## config.mk

```make
export PLATFORM = sky130hd
export DESIGN_NAME = adc_spi_responder
export DESIGN_NICKNAME = d
export VERILOG_FILES = /design/src/rtl/adc_spi_pkg.sv /design/src/rtl/spi_pin_sync.sv /design/src/rtl/adc_spi_responder.sv
export SDC_FILE = /design/constraint.sdc
export NUM_CORES = 1
export LEC_CHECK = 0
export CAP_MARGIN = 25
export CORE_UTILIZATION = 40
export CTS_BUF_LIST = sky130_fd_sc_hd__clkbuf_8
export CTS_CLUSTER_DIAMETER = 50
export DETAILED_ROUTE_END_ITERATION = 7
export PLACE_DENSITY = 0.69
export SLEW_MARGIN = 20
export SYNTH_ARGS = -nofsm -noshare
export SYNTH_HDL_FRONTEND = slang
export SYNTH_HIERARCHICAL = 1
export SYNTH_SLANG_ARGS = --single-unit
```

## constraint.sdc

```tcl
create_clock -name i_clk -period 2.07 [get_ports i_clk]
set_input_delay 0.207 -clock i_clk [delete_from_list [all_inputs] [get_ports i_clk]]
set_output_delay 0.207 -clock i_clk [all_outputs]
set_load 0.02 [all_outputs]
```

## src/rtl/adc_spi_pkg.sv

```systemverilog
// Shared definitions for the SPI ADC link (responder and master sides).
package adc_spi_pkg;

  // Result width of the emulated MCP3002.
  localparam int ADC_DATA_W = 10;

  // Command bits following the start bit: SGL/DIFF, ODD/SIGN, MSBF.
  localparam int CMD_BITS = 3;

  // Frame progress, counted from the observed CS_N fall.
  typedef enum logic [2:0] {
    IDLE,
    WAIT_START,
    CMD,
    NULL_BIT,
    DATA,
    LSB,
    DONE
  } state_t;

endpackage

```

## src/rtl/spi_pin_sync.sv

```systemverilog
// Synchronizer for one SPI pin, with rise/fall detection on the synchronized level.
module spi_pin_sync #(
  parameter int SYNC_STAGES = 2
) (
  input  logic i_clk,
  input  logic i_rst_n,
  input  logic i_pin,
  output logic o_level,
  output logic o_rise,
  output logic o_fall
);

  logic [SYNC_STAGES-1:0] sync_q;
  logic                   hist_q;

  // Shift the pin through the synchronizer chain and keep one cycle of history.
  always_ff @(posedge i_clk or negedge i_rst_n) begin
    if (!i_rst_n) begin
      sync_q <= '0;
      hist_q <= 1'b0;
    end else begin
      sync_q <= {sync_q[SYNC_STAGES-2:0], i_pin};
      hist_q <= sync_q[SYNC_STAGES-1];
    end
  end

  assign o_level = sync_q[SYNC_STAGES-1];
  assign o_rise  = sync_q[SYNC_STAGES-1] & ~hist_q;
  assign o_fall  = ~sync_q[SYNC_STAGES-1] & hist_q;

endmodule

```

## src/rtl/adc_spi_responder.sv

```systemverilog
// ADC side of the SPI ADC link: decodes an MCP3002 command and shifts out a
// 10-bit result taken from the on-chip sample inputs.
module adc_spi_responder
  import adc_spi_pkg::*;
#(
  parameter int DATA_W      = ADC_DATA_W,
  parameter int SYNC_STAGES = 2
) (
  input  logic              i_clk,
  input  logic              i_rst_n,
  input  logic              i_sclk,
  input  logic              i_cs_n,
  input  logic              i_din,
  output logic              o_dout,
  output logic              o_dout_oe,
  input  logic [DATA_W-1:0] i_sample0,
  input  logic [DATA_W-1:0] i_sample1,
  output logic              o_req,
  output logic              o_chan,
  output logic              o_frame_err
);

  localparam int CNT_W = $clog2(DATA_W);
  localparam logic [CNT_W-1:0] LAST_DATA = CNT_W'(DATA_W - 1);
  localparam logic [CNT_W-1:0] LAST_LSB  = CNT_W'(DATA_W - 2);
  localparam logic [CNT_W-1:0] LAST_CMD  = CNT_W'(CMD_BITS - 1);

  // Synchronized pin views.
  logic sclk_lvl, sclk_rise, sclk_fall;
  logic cs_lvl, cs_rise, cs_fall;
  logic din_lvl, din_rise, din_fall;

  spi_pin_sync #(.SYNC_STAGES(SYNC_STAGES)) u_sync_sclk (
    .i_clk   (i_clk),
    .i_rst_n (i_rst_n),
    .i_pin   (i_sclk),
    .o_level (sclk_lvl),
    .o_rise  (sclk_rise),
    .o_fall  (sclk_fall)
  );

  spi_pin_sync #(.SYNC_STAGES(SYNC_STAGES)) u_sync_cs (
    .i_clk   (i_clk),
    .i_rst_n (i_rst_n),
    .i_pin   (i_cs_n),
    .o_level (cs_lvl),
    .o_rise  (cs_rise),
    .o_fall  (cs_fall)
  );

  spi_pin_sync #(.SYNC_STAGES(SYNC_STAGES)) u_sync_din (
    .i_clk   (i_clk),
    .i_rst_n (i_rst_n),
    .i_pin   (i_din),
    .o_level (din_lvl),
    .o_rise  (din_rise),
    .o_fall  (din_fall)
  );

  // Only edges of SCLK/CS_N and the level of DIN drive the frame.
  logic unused_sync;
  assign unused_sync = sclk_lvl ^ cs_lvl ^ din_rise ^ din_fall;

  // Frame state.
  state_t              state_q, state_d;
  logic [CNT_W-1:0]    cnt_q, cnt_d, cnt_inc;
  logic                sgl_q, sgl_d;
  logic                odd_q, odd_d;
  logic                msbf_q, msbf_d;
  logic [DATA_W-1:0]   snap_q, snap_d;
  logic [DATA_W-1:0]   shift_q, shift_d;
  logic                dout_q, dout_d;
  logic                oe_q, oe_d;
  logic                req_q, req_d;
  logic                chan_q, chan_d;
  logic                ferr_q, ferr_d;

  // Conversion result for the command captured so far.
  logic [DATA_W:0]     diff_c;
  logic [DATA_W-1:0]   result_c;

  // Select single-ended sample or saturated pseudo-differential value.
  always_comb begin
    diff_c = odd_q ? ({1'b0, i_sample1} - {1'b0, i_sample0})
                   : ({1'b0, i_sample0} - {1'b0, i_sample1});
    if (sgl_q) begin
      result_c = odd_q ? i_sample1 : i_sample0;
    end else if (diff_c[DATA_W]) begin
      result_c = '0;
    end else begin
      result_c = diff_c[DATA_W-1:0];
    end
  end

  // Bit counter saturates so stray edges can never wrap it.
  assign cnt_inc = (cnt_q == {CNT_W{1'b1}}) ? cnt_q : cnt_q + CNT_W'(1);

  // Next-state logic: CS_N rise overrides any SCLK edge seen in the same cycle.
  always_comb begin
    state_d = state_q;
    cnt_d   = cnt_q;
    sgl_d   = sgl_q;
    odd_d   = odd_q;
    msbf_d  = msbf_q;
    snap_d  = snap_q;
    shift_d = shift_q;
    dout_d  = dout_q;
    oe_d    = oe_q;
    req_d   = 1'b0;
    chan_d  = chan_q;
    ferr_d  = 1'b0;

    if (cs_rise) begin
      state_d = IDLE;
      dout_d  = 1'b0;
      oe_d    = 1'b0;
      // A frame cut short before D0 is reported; LSB/DONE exits are clean.
      if (state_q == CMD || state_q == NULL_BIT || state_q == DATA) begin
        ferr_d = 1'b1;
      end
    end else begin
      case (state_q)
        IDLE: begin
          dout_d = 1'b0;
          oe_d   = 1'b0;
          if (cs_fall) begin
            state_d = WAIT_START;
          end
        end
        WAIT_START: begin
          // Leading zeros before the start bit are ignored.
          if (sclk_rise && din_lvl) begin
            state_d = CMD;
            cnt_d   = '0;
          end
        end
        CMD: begin
          if (sclk_rise) begin
            cnt_d = cnt_inc;
            if (cnt_q == '0) begin
              sgl_d = din_lvl;
            end else if (cnt_q != LAST_CMD) begin
              odd_d = din_lvl;
            end else begin
              // MSBF bit: take the snapshot used for the whole frame.
              msbf_d  = din_lvl;
              snap_d  = result_c;
              shift_d = result_c;
              req_d   = 1'b1;
              chan_d  = odd_q;
              state_d = NULL_BIT;
            end
          end
        end
        NULL_BIT: begin
          if (sclk_fall) begin
            dout_d  = 1'b0;
            oe_d    = 1'b1;
            cnt_d   = '0;
            state_d = DATA;
          end
        end
        DATA: begin
          if (sclk_fall) begin
            dout_d  = shift_q[DATA_W-1];
            shift_d = {shift_q[DATA_W-2:0], 1'b0};
            if (cnt_q == LAST_DATA) begin
              cnt_d = '0;
              if (msbf_q) begin
                state_d = DONE;
              end else begin
                // LSB-first tail starts at D1; D0 was just driven.
                state_d = LSB;
                shift_d = {1'b0, snap_q[DATA_W-1:1]};
              end
            end else begin
              cnt_d = cnt_inc;
            end
          end
        end
        LSB: begin
          if (sclk_fall) begin
            dout_d  = shift_q[0];
            shift_d = {1'b0, shift_q[DATA_W-1:1]};
            if (cnt_q == LAST_LSB) begin
              cnt_d   = '0;
              state_d = DONE;
            end else begin
              cnt_d = cnt_inc;
            end
          end
        end
        DONE: begin
          // Hold the last bit for its full period, then park the line low.
          if (sclk_fall) begin
            dout_d = 1'b0;
          end
        end
        default: begin
          state_d = IDLE;
          dout_d  = 1'b0;
          oe_d    = 1'b0;
        end
      endcase
    end
  end

  // State and output registers.
  always_ff @(posedge i_clk or negedge i_rst_n) begin
    if (!i_rst_n) begin
      state_q <= IDLE;
      cnt_q   <= '0;
      sgl_q   <= 1'b0;
      odd_q   <= 1'b0;
      msbf_q  <= 1'b0;
      snap_q  <= '0;
      shift_q <= '0;
      dout_q  <= 1'b0;
      oe_q    <= 1'b0;
      req_q   <= 1'b0;
      chan_q  <= 1'b0;
      ferr_q  <= 1'b0;
    end else begin
      state_q <= state_d;
      cnt_q   <= cnt_d;
      sgl_q   <= sgl_d;
      odd_q   <= odd_d;
      msbf_q  <= msbf_d;
      snap_q  <= snap_d;
      shift_q <= shift_d;
      dout_q  <= dout_d;
      oe_q    <= oe_d;
      req_q   <= req_d;
      chan_q  <= chan_d;
      ferr_q  <= ferr_d;
    end
  end

  assign o_dout      = dout_q;
  assign o_dout_oe   = oe_q;
  assign o_req       = req_q;
  assign o_chan      = chan_q;
  assign o_frame_err = ferr_q;

endmodule

```

## Yosys cells after proc, flatten, opt, wreduce, memory -nomap -nowiden

Index checks and enable logic that the tools add are counted.
Widths: inputs -> output; s select.

| storage, ports and cells | value |
|---|---|
| register bits after elaboration | 43 |
| input bits | 25 |
| output and inout bits | 5 |
| word-level logic and storage cells | 129 |

| operators by class | value |
|---|---|
| $add $sub $neg | 3 |
| equal/unequal tests | 31 |
| multiplexer cells | 49 |
| bitwise logic cells | 11 |
| reduce and logical (&&, ||, !) cells | 18 |

Operators with widths:

| operator | number |
|---|---|
| $mux 10 | 10 |
| $mux 3 | 11 |
| $mux 4 | 8 |
| $pmux 10 s3 | 1 |
| $ne 3x3->1 const B | 9 |
| $sub 10x10->11 | 2 |
| $pmux 3 s7 | 1 |
| $pmux 4 s5 | 1 |
| $ne 2x2->1 const B | 8 |
| $reduce_and 7->1 | 2 |
| $mux 1 | 13 |
| $eq 4x4->1 const B | 3 |
| $mux 11 | 1 |
| $reduce_and 11->1 | 1 |
| $reduce_and 5->1 | 2 |
| $eq 3x3->1 const B | 3 |
| $reduce_and 4->1 | 2 |
| $not 1->1 | 7 |
| $eq 3x2->1 const B | 2 |
| $reduce_bool 5->1 | 1 |
| $reduce_or 5->1 | 1 |
| $add 4x1->4 const B | 1 |
| $and 1x1->1 | 4 |
| $logic_not 4->1 | 1 |
| 14 further kinds | 17 |

## Logic depth before layout (Yosys ltp)

| logic depth | value |
|---|---|
| depth after elaboration | 8 |
| mapped depth | 10 |
| depth with buffers taken out | 10 |

## Cells and area by module

The synthesis kept the hierarchy.

By module, submodules not included:

| module | instances | cells each | area each (sq um) | sequential area each (sq um) |
|---|---|---|---|---|
| adc_spi_responder | 1 | 372 | 3079.2 | 850.8 |
| spi_pin_sync | 3 | 5 | 90.1 | 75.1 |

## Worst setup path before layout

Ideal clock, no wire load.

| timing path | value |
|---|---|
| path type | input to register |
| from | input i_sample0[0] |
| to | register snap_q[4] |
| library setup time | 0.125 ns |
| arrival | 2.083 ns |
| required time | 1.945 ns |
| path slack | -0.138 ns |
| cell stages on the path | 10 |
| path buffers | 0 |
| cells stage by stage | inv_1 -> ha_1 -> inv_1 -> fa_1 -> a21o_2 -> a211oi_1 -> or4_4 -> a31o_1 -> o21ai_0 -> mux2_2 |

| on the way | value |
|---|---|
| word-level cells in the longest chain between the ends | 4 |
| elaborated cells between the ends (all ways) | 5 |
| classes of those cells | add/sub (2); mux (3) |

Ends and longest elaborated chain:

| item | line | RTL |
|---|---|---|
| from (decl) | adc_spi_responder.sv:16 | `input logic [DATA_W-1:0] i_sample0,` |
| $sub 10x10->11, on equally long branches | adc_spi_responder.sv:85, adc_spi_responder.sv:84 |  |
| $mux 11 (*) | adc_spi_responder.sv:84 | `diff_c = odd_q ? ({1'b0, i_sample1} - {1'b0, i_sample0})` |
| $mux 10 (*) | adc_spi_responder.sv:88 | `end else if (diff_c[DATA_W]) begin` |
| $mux 10 (*) | adc_spi_responder.sv:86 | `if (sgl_q) begin` |
| to (signal assigned) | adc_spi_responder.sv:229 | `snap_q <= snap_d;` |
| to (decl) | adc_spi_responder.sv:70 | `logic [DATA_W-1:0] snap_q, snap_d;` |

Mark *: on every way between the ends. The rest lies on a longest branch, timed or not.
A chain may end at the register's enable or synchronous reset.

## Worst setup path after layout

| timing path | value |
|---|---|
| from | register odd_q |
| to | register snap_q[5] |

| on the way | value |
|---|---|
| word-level cells in the longest chain between the ends | 3 |
| elaborated cells between the ends (all ways) | 4 |
| classes of those cells | mux (4) |

Ends and longest elaborated chain:

| item | line | RTL |
|---|---|---|
| from (decl) | adc_spi_responder.sv:68 | `logic odd_q, odd_d;` |
| from (signal assigned) | adc_spi_responder.sv:214 | `odd_q <= 1'b0;` |
| from (signal assigned) | adc_spi_responder.sv:227 | `odd_q <= odd_d;` |
| $mux 11 | adc_spi_responder.sv:84 |  |
| $mux 10 | adc_spi_responder.sv:88 |  |
| $mux 10 (*) | adc_spi_responder.sv:86 |  |

Marks and branches as above.

==> impl_metrics.json <==
{
  "remaining_drc_errors": 0,
  "max-cap-violations": 0,
  "mappedNetlistArea_um2": 3309,
  "vias_per_cell": 5.381,
  "m1WireLength_um": 3934,
  "max-slew-margin-rel_pct": 62.01,
  "required_ps": 2270,
  "power_density_normalized_to_cell_area_nw_per_um2": 820.6,
  "drt_pass1_iterations": 4,
  "worstSetupEndpointType": "flop",
  "timing_hold_violations_final": 0,
  "failing_checks": "negative setup slack",
  "avgSynthCellArea_um2": 8.618,
  "drt_iter0_drc": 163,
  "path_class": "flop to flop",
  "cp-startpoint": "odd_q",
  "routed_wire_per_std_cell_um": 15.14,
  "period_minus_slack_ps": 2085,
  "overflow": 0,
  "antenna-diode-count": 0,
  "pre_cts_slack_ps": -846.4,
  "report.power.total_uw": 3879,
  "final_cell_mix": "76 x sky130_fd_sc_hd__buf_4, 42 x sky130_fd_sc_hd__nand2_1, 42 x sky130_fd_sc_hd__dfrtp_1, 27 x sky130_fd_sc_hd__o21ai_0, 20 x sky130_fd_sc_hd__a21oi_1",
  "vdd_ir_drop_max_mv": 0.4150,
  "leakagePower_uw": 0.002031,
  "timing.critical_path.cells": "buf_12 > buf_4 > a211oi_4 > buf_4 > a31oi_4 > o221ai_2 > buf_4 > buf_4 > xnor2_2 > o21ai_1 > mux2_4",
  "critical_path.most_common_cell": "sky130_fd_sc_hd__buf_4",
  "synth.yosys.warnings": 6,
  "met3_length_um": 260,
  "worst_hold_startpoint": "i_cs_n",
  "holdWs_ps": 339.1,
  "antenna_found_initial": 0,
  "grt_setup_unrepaired": "true",
  "drtAntennaViolNets": 0,
  "timing.critical_path.arrival_ps": 2280,
  "die_width_um": 92.96,
  "die_height_um": 92.96,
  "globalRouteTotalUtil_pct": 20.41,
  "port-buffer-count": 29,
  "clk_pin_slew_worst_paths_ps": 80,
  "route.met2.wl_um": 4437,
  "floorplan.core_area_um2": 7848,
  "period_share_pct": 100.7,
  "layout_setup_ws_ps": -14.76,
  "tritoncts": "built",
  "hold_depth": 1,
  "worstHoldPathType": "input port to flop",
  "achievable-frequency_mhz": 479.7,
  "first_global_vias": 3106,
  "io_pins": 30,
  "final-max-slew-violation-count": 0,
  "routability_cong": 0.8029,
  "timing_worst_slew_pin_value_ps": 569.8,
  "worst-r2r-cell-count": 11,
  "routed.top_layer": "met4",
  "floorplan.initialDensity_pct": 42.17,
  "timing.critical_path.fanout_max": 6,
  "total_routed_wirelength_um": 8829,
  "reg2reg_setup_slack_ps": -10,
  "worst_skew_pair.late_latency_ps": 300,
  "ctsHtreeMaxLevel": 2,
  "layout.filler_cells": 663,
  "drive_gt1_share_pct": 38.88,
  "routed-via-count": 3137,
  "cts-buffers-inserted": 5,
  "ff_latch_area_um2": 1051,
  "cts.root.buffer_cell": "sky130_fd_sc_hd__clkbuf_8",
  "floorplan.die_area_um2": 8642,
  "grt_first_pass_wirelength_um": 14120,
  "cts_max_path_buffers": 2,
  "finalSetupViolCount": 3,
  "cts.sinks": 42,
  "final_nets": 531,
  "syn_inst": 384,
  "mostFrequentLayoutCell": "sky130_fd_sc_hd__buf_4",
  "critical_path_max_stage_delay_ps": 430,
  "areaGrowthSynthToFinish_pct": 42.84,
  "run_status": "complete, but fails checks",
  "critical_path.reg2reg.startpoint": "odd_q",
  "grt_max_degree": 20,
  "finalClockSkew_ps": 7.446,
  "multi_input_comb_area_um2": 2381,
  "critical_path.startpoint_type": "flop",
  "mappedNetlistNets": 435,
  "cp_slowest_cell": "sky130_fd_sc_hd__dfrtp_1",
  "floorplan.rows": 32,
  "dp_hpwl_um": 6143
}
## per-layer routing
metal	vias up	track usage, %
li1	1553	-
met1	1494	26.48
met2	69	34.50
met3	21	2.627
met4	0	7.564
met5	-	0
## metrics by stage
step | TNS, ps | instances | util [%] | cell area [um^2]
floorplan | -85.37 | 384 | - | 3407
global placement | -13400 | 560 | 53.87 | 4228
detailed placement | -14880 | 560 | 53.87 | 4228
CTS | -275.2 | 575 | 57.37 | 4502
global route | -912.8 | 583 | 60.24 | 4727
finish | -32.00 | 583 | 60.24 | 4727
## registers in the layout, indices dropped and copies added (netlist names)
register / cells
odd_q: 1
snap_q: 9
cnt_q: 4
shift_q: 10
u_sync_cs/hist_q: 1
o_frame_err: 1
u_sync_cs/sync_q: 2
state_q: 3
o_chan: 1
o_dout: 1
o_dout_oe: 1
u_sync_din/sync_q: 2
u_sync_sclk/sync_q: 2
u_sync_sclk/hist_q: 1
msbf_q: 1
o_req: 1
sgl_q: 1
## worst paths after layout
| path | end |
|---|---|
| hold reg to reg | u_sync_sclk/sync_q[1] |
| setup / recovery | snap_q[5] |
| max in group asynchronous | msbf_q |
| setup reg to reg | snap_q[5] |
| hold / removal | u_sync_cs/sync_q[0] |
| min in group asynchronous | shift_q[4] |
## layout make-up
class	count	area share (%)
Timing Repair Buffer	112	19.77
Multi-Input combinational cell	287	50.37
Clock inverter	2	0.2647
Clock buffer	6	1.747
Sequential cell	42	22.23
Inverter	32	2.912
Tap cell	102	2.700
## worst max-delay path, delay by kind of cell (launching register included)
| family | cells | cell delay [ps] |
|---|---|---|
| muxes | 1 | 260 |
| DFF | 1 | 430 |
| xor gates and xnor gates | 1 | 100 |
| AOI/OAI and AO/OA | 4 | 460 |
| buffers and inverters | 5 | 730 |
## repair_timing
item / in CTS / in global routing
hold endpoints to repair: 15 / 0
buffers inserted: 6 / 9
gates resized for setup: 58 / 51
pin swaps: 26 / 22
setup endpoints to repair: 20 / 24
hold buffers: 1 / 0
gates cloned: 0 / 0
## report_power, final
group | total (uW) | internal, uW | switching, uW
sequential | 1120 | 941 | 176
combinational | 2200 | 1120 | 1080
clock | 565 | 268 | 297
total | 3880 | 2330 | 1550
Note: power is estimated with default switching activity, not from simulation.
